$ cat src/rtl/sfx_pkg.sv
// Shared definitions for the whack-a-mole sound-effect player:
// event encoding, sequencer states and the tone ROM.
package sfx_pkg;

    typedef enum logic [1:0] {
        EVT_NONE     = 2'd0,
        EVT_HIT      = 2'd1,
        EVT_MISS     = 2'd2,
        EVT_GAMEOVER = 2'd3
    } evt_e;

    typedef enum logic {
        ST_IDLE = 1'b0,
        ST_PLAY = 1'b1
    } state_e;

    localparam int unsigned SEQ_LEN_MAX = 8;
    localparam int unsigned IDX_W       = 3;

    // Pre-emption rank: game over beats hit, hit beats miss.
    function automatic logic [1:0] evt_rank(input evt_e evt);
        logic [1:0] r;
        case (evt)
            EVT_GAMEOVER: r = 2'd3;
            EVT_HIT:      r = 2'd2;
            EVT_MISS:     r = 2'd1;
            default:      r = 2'd0;
        endcase
        return r;
    endfunction

    // Half-period divisors at 50 MHz; zero marks a rest.
    function automatic logic [15:0] tone_div(input evt_e evt, input logic [IDX_W-1:0] idx);
        logic [15:0] d;
        d = '0;
        case (evt)
            EVT_HIT: begin
                case (idx)
                    3'd0:    d = 16'd23889;
                    3'd1:    d = 16'd18961;
                    default: d = '0;
                endcase
            end
            EVT_MISS: begin
                case (idx)
                    3'd0:    d = 16'd56818;
                    3'd2:    d = 16'd56818;
                    default: d = '0;
                endcase
            end
            EVT_GAMEOVER: begin
                case (idx)
                    3'd0:    d = 16'd31888;
                    3'd1:    d = 16'd37920;
                    3'd2:    d = 16'd47778;
                    3'd3:    d = 16'd47778;
                    default: d = '0;
                endcase
            end
            default: d = '0;
        endcase
        return d;
    endfunction

endpackage

$ cat src/rtl/sfx_tone_gen.sv
// Square-wave generator: toggles tone every div cycles, held low on rest
// and cleared on restart.
module sfx_tone_gen #(
    parameter int unsigned DIV_W = 16
) (
    input  logic             clk,
    input  logic             rst,
    input  logic [DIV_W-1:0] div,
    input  logic             restart,
    input  logic             rest,
    output logic             tone
);

    logic [DIV_W-1:0] cnt_q, cnt_d;
    logic             tone_q, tone_d;

    // Half-period counter and toggle decision.
    always_comb begin
        cnt_d  = cnt_q;
        tone_d = tone_q;
        if (restart || rest) begin
            cnt_d  = '0;
            tone_d = 1'b0;
        end else if (cnt_q == div - DIV_W'(1)) begin
            cnt_d  = '0;
            tone_d = ~tone_q;
        end else begin
            cnt_d = cnt_q + DIV_W'(1);
        end
    end

    // Counter and tone registers.
    always_ff @(posedge clk or posedge rst) begin
        if (rst) begin
            cnt_q  <= '0;
            tone_q <= 1'b0;
        end else begin
            cnt_q  <= cnt_d;
            tone_q <= tone_d;
        end
    end

    assign tone = tone_q;

endmodule

$ cat src/rtl/sfx_buzzer.sv
// Note-sequence sound-effect player: decodes hit/miss/game-over events with
// priority pre-emption and one hit sound per mole, steps through the melody
// notes and drives the buzzer pin.
module sfx_buzzer
    import sfx_pkg::*;
#(
    parameter int unsigned NOTE_TICKS   = 5_000_000,
    parameter int unsigned SEQ_LEN      = 4,
    parameter int unsigned DIV_W        = 16,
    parameter int unsigned DUR_W        = 24,
    parameter int unsigned DIV_SCALE_SH = 0
) (
    input  logic       clk_50,
    input  logic       rst,
    input  logic       new_mole,
    input  logic       hit,
    input  logic       miss,
    input  logic       game_over,
    input  logic       mute,
    output logic       beep,
    output logic       busy,
    output logic [1:0] evt_id,
    output logic       done
);

    state_e             state_q, state_d;
    evt_e               evt_q, evt_d;
    logic [IDX_W-1:0]   idx_q, idx_d;
    logic [DUR_W-1:0]   dur_q, dur_d;
    logic               armed_q, armed_d;
    logic               hit_q, hit_d;
    logic               done_q, done_d;

    logic               hit_acc;
    evt_e               cand;
    logic               playing;
    logic               note_end;
    logic               completing;
    logic               start;

    logic [15:0]        rom_div;
    logic [15:0]        div_shift;
    logic [DIV_W-1:0]   div;
    logic               tone_restart;
    logic               tone_rest;
    logic               tone;

    // State and sequencer registers.
    always_ff @(posedge clk_50 or posedge rst) begin
        if (rst) begin
            state_q <= ST_IDLE;
            evt_q   <= EVT_NONE;
            idx_q   <= '0;
            dur_q   <= '0;
            armed_q <= 1'b1;
            hit_q   <= 1'b0;
            done_q  <= 1'b0;
        end else begin
            state_q <= state_d;
            evt_q   <= evt_d;
            idx_q   <= idx_d;
            dur_q   <= dur_d;
            armed_q <= armed_d;
            hit_q   <= hit_d;
            done_q  <= done_d;
        end
    end

    // Trigger arbitration, pre-emption and note stepping.
    always_comb begin
        hit_acc = hit & ~hit_q & armed_q;

        cand = EVT_NONE;
        if (game_over)    cand = EVT_GAMEOVER;
        else if (hit_acc) cand = EVT_HIT;
        else if (miss)    cand = EVT_MISS;

        playing    = (state_q == ST_PLAY);
        note_end   = playing && (dur_q == DUR_W'(NOTE_TICKS - 1));
        completing = note_end && (idx_q == IDX_W'(SEQ_LEN - 1));
        // A trigger landing on the completion edge chains directly, whatever its rank.
        start      = (cand != EVT_NONE) &&
                     (!playing || completing || (evt_rank(cand) > evt_rank(evt_q)));

        state_d = state_q;
        evt_d   = evt_q;
        idx_d   = idx_q;
        dur_d   = dur_q;
        done_d  = completing;
        hit_d   = hit;

        // An accepted hit consumes the arm even when it loses arbitration.
        if (new_mole)     armed_d = 1'b1;
        else if (hit_acc) armed_d = 1'b0;
        else              armed_d = armed_q;

        if (start) begin
            state_d = ST_PLAY;
            evt_d   = cand;
            idx_d   = '0;
            dur_d   = '0;
        end else if (completing) begin
            state_d = ST_IDLE;
            evt_d   = EVT_NONE;
            idx_d   = '0;
            dur_d   = '0;
        end else if (note_end) begin
            idx_d = idx_q + IDX_W'(1);
            dur_d = '0;
        end else if (playing) begin
            dur_d = dur_q + DUR_W'(1);
        end
    end

    // Outputs and tone generator control for the current note.
    always_comb begin
        busy         = (state_q == ST_PLAY);
        evt_id       = evt_q;
        done         = done_q;
        rom_div      = tone_div(evt_q, idx_q);
        div_shift    = rom_div >> DIV_SCALE_SH;
        if ((rom_div != 16'd0) && (div_shift == 16'd0)) div_shift = 16'd1;
        div          = DIV_W'(div_shift);
        tone_restart = start || note_end;
        tone_rest    = (state_q != ST_PLAY) || (rom_div == 16'd0);
        beep         = tone & ~mute;
    end

    sfx_tone_gen #(
        .DIV_W(DIV_W)
    ) u_tone_gen (
        .clk     (clk_50),
        .rst     (rst),
        .div     (div),
        .restart (tone_restart),
        .rest    (tone_rest),
        .tone    (tone)
    );

endmodule
$ cat config.mk
export PLATFORM = sky130hd
export DESIGN_NAME = sfx_buzzer
export DESIGN_NICKNAME = d
export VERILOG_FILES = /design/src/rtl/sfx_pkg.sv /design/src/rtl/sfx_tone_gen.sv /design/src/rtl/sfx_buzzer.sv
export SDC_FILE = /design/constraint.sdc
export NUM_CORES = 1
export LEC_CHECK = 0
export ABC_AREA = 1
export BUFFER_PORTS_ARGS = -buffer_cell sky130_fd_sc_hd__buf_2
export CAP_MARGIN = 20
export CORE_MARGIN = 2
export CORE_UTILIZATION = 55
export CTS_CLUSTER_SIZE = 24
export DETAILED_ROUTE_END_ITERATION = 16
export PLACE_DENSITY = 0.74
export SKIP_CTS_REPAIR_TIMING = 1
export SLEW_MARGIN = 40
export SYNTH_ARGS = -nofsm -noshare
export SYNTH_HDL_FRONTEND = slang
export SYNTH_SLANG_ARGS = --single-unit
export TNS_END_PERCENT = 20
$ cat constraint.sdc
create_clock -name clk_50 -period 3.7 [get_ports clk_50]
set_input_delay 0.74 -clock clk_50 [delete_from_list [all_inputs] [get_ports clk_50]]
set_output_delay 0.74 -clock clk_50 [all_outputs]
set_load 0.05 [all_outputs]
==> results of run 1 <==
flip-flops by register name (all words and copies together) (netlist names), 2 cells and up:
| register | cells |
|---|---|
| evt_id | 2 |
| idx_q | 3 |
| dur_q | 24 |
| u_tone_gen.cnt_q | 16 |
layout make-up:
type	instances	area (sq um)
clock buffer	6	72.6
tap	77	96.3
sequential	50	1250
fill	591	2510
multi-input combinational	411	2110
clock inverter	2	37.5
timing repair buffer	15	97.6
inverter	73	277
tightest hold or removal path: stages (launching register included):
cell and delay (ns):
dfstp_2 0.37, inv_1 0.06, o21bai_1 0.07
worst max-delay path by stage:
stage / cells past startpoint / slack, ns / start / endpoint
floorplan: 17 / 1.06 / evt_id[1] / u_tone_gen.cnt_q[12]
global placement: 16 / 0.71 / hit / u_tone_gen.cnt_q[7]
detailed placement: 15 / 0.58 / hit / u_tone_gen.cnt_q[12]
CTS: 17 / 0.85 / idx_q[0] / u_tone_gen.cnt_q[0]
global route: 17 / 0.53 / idx_q[0] / u_tone_gen.cnt_q[0]
finish: 17 / 0.82 / idx_q[0] / u_tone_gen.cnt_q[0]
cell families (layout without fill, tap and decap cells):
kind of cell	Yosys count	in the layout
AOI/OAI and AO/OA	42	42
buffers and inverters	86	96
and+or+nand+nor	335	335
DFF	50	50
adders and majority gates	9	9
xor gates and xnor gates	25	25
per-stage QoR:
step | area (sq um) | util (%) | worst slack, ns | hold WS (ns)
global route | 3950 | 61.1 | 0.531 | 0.516
floorplan | 3730 | - | 1.06 | 0.467
detailed placement | 3840 | 59.4 | 0.582 | 0.489
finish | 3950 | 61.1 | 0.816 | 0.497
global placement | 3830 | 59.4 | 0.705 | 0.481
CTS | 3950 | 61.1 | 0.846 | 0.503
power by group:
group	total (mW)	switching (mW)	leakage, nW	internal [mW]
logic	1.12	0.779	1.13	0.341
registers	0.649	0.0603	0.678	0.589
clock network	0.387	0.185	0.0514	0.202
total	2.16	1.02	1.86	1.13
per-layer routing:
layer  routed length, microns  global-route usage (%)  vias to the layer above
met2                     3330                    32.5                      121
met5                        0                       0                        -
met1                     4380                    39.3                     1572
li1                         -                       -                     1760
met4                       85                    5.40                        0
met3                      634                    4.10                        8
cell usage in the layout, fill, tap and decap left out:
cell type and count:
inv_1 68, nand3_1 46, nand3_4 2, nand2_2 6, buf_12 1, nand2_1 157
nor2_4 1, o21bai_1 1, a31o_2 1, inv_2 4, nand3_2 6, nor3_2 1
buf_2 11, or2_2 6, nand4_1 22, nor2_2 15, nor4_1 4, ha_1 9
dfstp_2 1, o22ai_1 2, inv_4 1, clkinvlp_4 1, clkbuf_8 5, nor2_1 58
a21oi_2 1, nor3_1 8, nor3b_1 1, o21ai_1 5, o21ai_0 29, xor2_1 18
nand3b_1 1, buf_4 3, nand2_4 1, dfrtp_1 49, xnor2_1 7, clkbuf_1 1
o211ai_1 2, bufinv_16 1, a221oi_1 1
==> impl_metrics.env, run 1 <==
export IMPL_p_leak_nw=1.86
export IMPL_synth_cells=547
export IMPL_drt_total_wl_microns=8420
export IMPL_r2r_end="u_tone_gen.cnt_q[0]"
export IMPL_min_period_ns=2.88
export IMPL_rrSetupSlack_ns=0.82
export IMPL_initial_utilization_pct=57.7
export IMPL_fin_nets=572
export IMPL_max_cap_violations=0
export IMPL_max_slew_margin_pct=59.0
export IMPL_cpMostUsedCell="nand2_1"
export IMPL_required_ns=3.88
export IMPL_peakVddDrop_mv=0.312
export IMPL_clockBufferDepth=2
export IMPL_yosysTopAreaCellShare_pct=32.9
export IMPL_hold_end="armed_q"
export IMPL_placedCellCount=626
export IMPL_synth_compound_area_share_pct=6.21
export IMPL_hold_viol=0
export IMPL_p_total_mw=2.16
export IMPL_cp_slowest_stage_delay_ns=0.39
export IMPL_synth_fp_nets=563
export IMPL_vias_per_cell=5.46
export IMPL_syn_area_sq_um=3730
export IMPL_antenna_found_initial=0
export IMPL_first_global_vias=2941
export IMPL_grt_first_pass_wirelength_microns=14200
export IMPL_tightest_slew_ns=0.616
export IMPL_insertion_delay_ns=0.31
export IMPL_grt_usage_pct=24.0
export IMPL_cts_sinks=50
export IMPL_area_delta_synth_final_pct=5.94
export IMPL_drtIter0Drc=279
export IMPL_crit_chain="inv_1 -> ha_1 -> nand2_1 -> nand2_1 -> nand2_1 -> nand2_1 -> inv_1 -> ha_1 -> nand3_2 -> nor2_1 -> nand2_1 -> nand2_1 -> nand2_1 -> nor3_2 -> nand3_2 -> nand2_4 -> nor2_1"
export IMPL_grt_ovfl_total=0
export IMPL_drtAntennaViolNets=0
export IMPL_grt_max_degree=51
export IMPL_clock_tree_root_cell="clkbuf_8"
export IMPL_outcome="complete, no violations"
export IMPL_async_reset_ff_share_pct=100
export IMPL_yosysMostFrequentCell="nand2_1"
export IMPL_synth_fa_ha_area_share_pct=3.02
export IMPL_synth_top_family_by_area="simple AND/OR/NAND/NOR gates"
export IMPL_ys_flop_type="dfrtp_1"
export IMPL_yosys_warnings=0
export IMPL_num_rows=29
export IMPL_hold_start="armed_q"
export IMPL_cp_arrival_ns=3.07
export IMPL_wl_per_cell_microns=13.3
export IMPL_drc=0
export IMPL_clock_skew_ns=0.00966
export IMPL_power_density_nw_per_um2=546
export IMPL_min_path_type="flop to flop"
export IMPL_rr_worst_depth=17
export IMPL_fin_cells=634
export IMPL_ys_top_cells_by_count="nand2_1 (157), inv_1 (69), nor2_1 (59)"
export IMPL_synth_xor_area_share_pct=5.88
export IMPL_synth_simple_area_share_pct=41.6
export IMPL_cpMaxStageDelayCell="dfrtp_1"
export IMPL_cts_tree="done"
export IMPL_synth_distinct_cells=36
export IMPL_antennaDiodeCount=0
export IMPL_ys_seq_area_share_pct=33.6
export IMPL_coreArea_sq_um=6460
export IMPL_yosys_mux_area_fraction_pct=0
export IMPL_drv_slew=0
export IMPL_critPathKind="flop to flop"
export IMPL_fin_crit_sh_pct=78.0
export IMPL_place_port_buffers=11
export IMPL_r2r_start="idx_q[0]"
export IMPL_start_kind="flop"
export IMPL_die_h_microns=86.3
export IMPL_totalNegativeSetupSlack_ns=0
export IMPL_ys_ff_latch=50
export IMPL_cts_buffers=5
export IMPL_dp_hpwl_microns=6410
export IMPL_die_area_sq_um=7450
export IMPL_htree_levels=2
export IMPL_hold_depth=2
export IMPL_firstDrtPassIters=5
export IMPL_layout_drive_gt1_share_pct=12.2
export IMPL_rsz0062_at_grt="false"
export IMPL_gp_congestion=0.988
export IMPL_io_pins=12
export IMPL_clkTransAtPathRegs_ns=0.10
export IMPL_crit_fanout=16
export IMPL_synth_edf_count=0
export IMPL_yosysTopAreaCell="dfrtp_1"
export IMPL_cp_buffers_inverters=2
export IMPL_die_width_microns=86.3
export IMPL_setup_viol=0
export IMPL_syn_area_per_cell_sq_um=6.81
export IMPL_critPathTopFamily="simple AND/OR/NAND/NOR gates"
export IMPL_netlist_top_cells_area="dfrtp_1 (33%), nand2_1 (16%), inv_1 (7.0%), nand3_1 (6.2%), nor2_1 (5.9%)"
export IMPL_fmaxAchievable_mhz=347
export IMPL_end_kind="flop"
export IMPL_via_count=3461
Power figures use the tool's default switching activity.
==> inputs of run 2 (changes only) <==
--- a/config.mk
+++ b/config.mk
@@ -5,14 +5,14 @@
 export SDC_FILE = /design/constraint.sdc
 export NUM_CORES = 1
 export LEC_CHECK = 0
-export ABC_AREA = 1
+export ABC_AREA = 0
 export BUFFER_PORTS_ARGS = -buffer_cell sky130_fd_sc_hd__buf_2
 export CAP_MARGIN = 20
 export CORE_MARGIN = 2
 export CORE_UTILIZATION = 55
 export CTS_CLUSTER_SIZE = 24
 export DETAILED_ROUTE_END_ITERATION = 16
-export PLACE_DENSITY = 0.74
+export PLACE_DENSITY = 0.77
 export SKIP_CTS_REPAIR_TIMING = 1
 export SLEW_MARGIN = 40
 export SYNTH_ARGS = -nofsm -noshare
==> constraint.sdc (replaced) <==
create_clock -name clk_50 -period 2.45 [get_ports clk_50]
set_input_delay 0.49 -clock clk_50 [delete_from_list [all_inputs] [get_ports clk_50]]
set_output_delay 0.49 -clock clk_50 [all_outputs]
set_load 0.05 [all_outputs]
==> impl_metrics.env, run 2 <==
export IMPL_critPathTopFamily="simple AND/OR/NAND/NOR gates"
export IMPL_clockBufferDepth=2
export IMPL_ys_flop_type="dfrtp_1"
export IMPL_crit_path_start="idx_q[1]"
export IMPL_htree_levels=2
export IMPL_rsz0062_at_grt="true"
export IMPL_io_pins=12
export IMPL_cts_sinks=50
export IMPL_async_reset_ff_share_pct=100
export IMPL_cp_slowest_stage_delay_ns=0.57
export IMPL_grt_first_pass_wirelength_microns=11200
export IMPL_power_density_nw_per_um2=739
export IMPL_netlist_top_cells_area="dfrtp_1 (40%), xor2_1 (9.4%), nor2_1 (4.9%), nor3_1 (4.4%), xnor2_1 (3.7%)"
export IMPL_clock_skew_ns=0.0139
export IMPL_max_cap_violations=0
export IMPL_min_period_ns=2.81
export IMPL_yosysTopAreaCellShare_pct=40.0
export IMPL_grt_max_degree=25
export IMPL_crit_fanout=5
export IMPL_syn_area_sq_um=3070
export IMPL_required_ns=2.66
export IMPL_cp_buffers_inverters=2
export IMPL_p_leak_nw=1.64
export IMPL_die_width_microns=78.7
export IMPL_rrSetupSlack_ns=-0.36
export IMPL_initial_utilization_pct=56.4
export IMPL_grt_ovfl_total=0
export IMPL_insertion_delay_ns=0.32
export IMPL_antenna_found_initial=0
export IMPL_min_path_type="primary input to asynchronous set/reset pin"
export IMPL_start_kind="flop"
export IMPL_synth_cells=335
export IMPL_die_area_sq_um=6190
export IMPL_final_cell_mix="dfrtp_1 (45), buf_4 (40), nor2_1 (39)"
export IMPL_top_regs="dur_q (24), u_tone_gen.cnt_q (16), idx_q (3)"
export IMPL_cp_arrival_ns=3.01
export IMPL_yosys_warnings=0
export IMPL_die_h_microns=78.7
export IMPL_crit_chain="inv_2 -> ha_1 -> buf_4 -> nand3b_1 -> a31oi_2 -> nor2_2 -> xnor2_1 -> or4b_4 -> a211oi_2 -> mux2_4"
export IMPL_top_register="dur_q"
export IMPL_ys_seq_area_share_pct=40.8
export IMPL_largest_register_ffs=24
export IMPL_drv_slew=0
export IMPL_post_place_ws_ns=-0.485
export IMPL_ys_ff_latch=50
export IMPL_grt_usage_pct=22.9
export IMPL_yosysTopAreaCell="dfrtp_1"
export IMPL_rr_worst_depth=10
export IMPL_r2r_start="idx_q[1]"
export IMPL_clkTransAtPathRegs_ns=0.10
export IMPL_drt_total_wl_microns=6710
export IMPL_yosysMostFrequentCell="dfrtp_1"
export IMPL_hold_ws_ns=0.129
export IMPL_tightest_slew_ns=0.449
export IMPL_totalNegativeSetupSlack_ns=-5.05
export IMPL_crit_end="u_tone_gen.tone"
export IMPL_fin_nets=399
export IMPL_cp_depth=10
export IMPL_wl_per_cell_microns=14.7
export IMPL_firstDrtPassIters=4
export IMPL_via_count=2591
export IMPL_layout_drive_gt1_share_pct=27.3
export IMPL_antennaDiodeCount=0
export IMPL_area_delta_synth_final_pct=22.6
export IMPL_synth_fp_nets=351
export IMPL_dp_hpwl_microns=4790
export IMPL_end_kind="flop"
export IMPL_place_port_buffers=11
export IMPL_cpMaxStageDelayCell="or4b_4"
export IMPL_peakVddDrop_mv=0.494
export IMPL_setup_viol=17
export IMPL_ys_top_cells_by_count="dfrtp_1 (49), nor2_1 (40), xor2_1 (33)"
export IMPL_coreArea_sq_um=5440
export IMPL_critPathKind="flop to flop"
export IMPL_drtAntennaViolNets=0
export IMPL_violations="setup timing"
export IMPL_syn_area_per_cell_sq_um=9.15
export IMPL_outcome="finished with violations"
export IMPL_synth_edf_count=0
export IMPL_hold_viol=0
export IMPL_cts_tree="done"
export IMPL_vias_per_cell=5.68
export IMPL_r2r_end="u_tone_gen.tone"
export IMPL_max_slew_margin_pct=69.8
export IMPL_drc=0
export IMPL_drtIter0Drc=119
export IMPL_clock_tree_root_cell="clkbuf_8"
export IMPL_synth_distinct_cells=55
export IMPL_num_rows=27
export IMPL_cts_buffers=5
export IMPL_fin_crit_sh_pct=114
export IMPL_first_global_vias=2514
export IMPL_final_common_cell="dfrtp_1"
export IMPL_gp_congestion=0.872
export IMPL_fin_ws_ns=-0.355
export IMPL_p_total_mw=2.78
export IMPL_fmaxAchievable_mhz=356
## run 2: cell types whose count changed after synthesis, moves of 15 or more
cell,change
nor2_1,-19
nand2_1,-134
nand3_1,-33
inv_1,-56
o21ai_0,-21
xor2_1,+15
nor3_1,+19
## run 2: power by group
group | leakage (nW) | total (mW) | internal (mW) | switching [mW]
Clock | 0.0506 | 0.515 | 0.214 | 0.301
Sequential | 0.668 | 0.988 | 0.903 | 0.0849
Combinational | 0.917 | 1.28 | 0.567 | 0.710
## run 2: cell families after synthesis
kind of cell	count (synthesis)	share of synthesized area, %
buf+inv	25	3.63
compound gates	38	8.98
flops	50	40.8
simple gates	164	28.7
fa+ha+maj	9	3.67
mux	3	1.02
xor+xnor	46	13.1
## run 2: cell type report
class,instances,area (sq um)
Clock buffer,5,68.8
Clock inverter,3,28.8
Fill cell,409,1680
Inverter,13,51.3
Multi-Input combinational cell,260,1870
Sequential cell,50,1260
Tap cell,72,90.1
Timing Repair Buffer,53,390
## run 2: worst min-delay path by stage
stage          slack [ns]   endpoint  depth (start not counted)     start
2_1_floorplan        0.48   dur_q[1]                          2  dur_q[1]
3_3_place_gp         0.48  dur_q[16]                          2       rst
5_1_grt              0.16  dur_q[13]                          2       rst
3_5_place_dp         0.49  dur_q[19]                          2       rst
6_report             0.13  dur_q[13]                          2       rst
4_1_cts              0.13  dur_q[20]                          2       rst
## run 2: per-stage QoR
| stage | util [%] | std cells | cell area, sq um |
|---|---|---|---|
| 3_3_place_gp | 64.4 | 445 | 3500 |
| 3_5_place_dp | 64.4 | 445 | 3500 |
| 6_report | 69.2 | 456 | 3760 |
| 2_1_floorplan | - | 335 | 3130 |
| 5_1_grt | 69.2 | 456 | 3760 |
| 4_1_cts | 66.2 | 453 | 3600 |
## run 2: routing by layer
layer | track usage (%) | share of wire (%)
met1 | 28.7 | 45
met2 | 38.1 | 50
met3 | 4.48 | 2.3
met4 | 10.9 | 2.6
met5 | 0 | 0
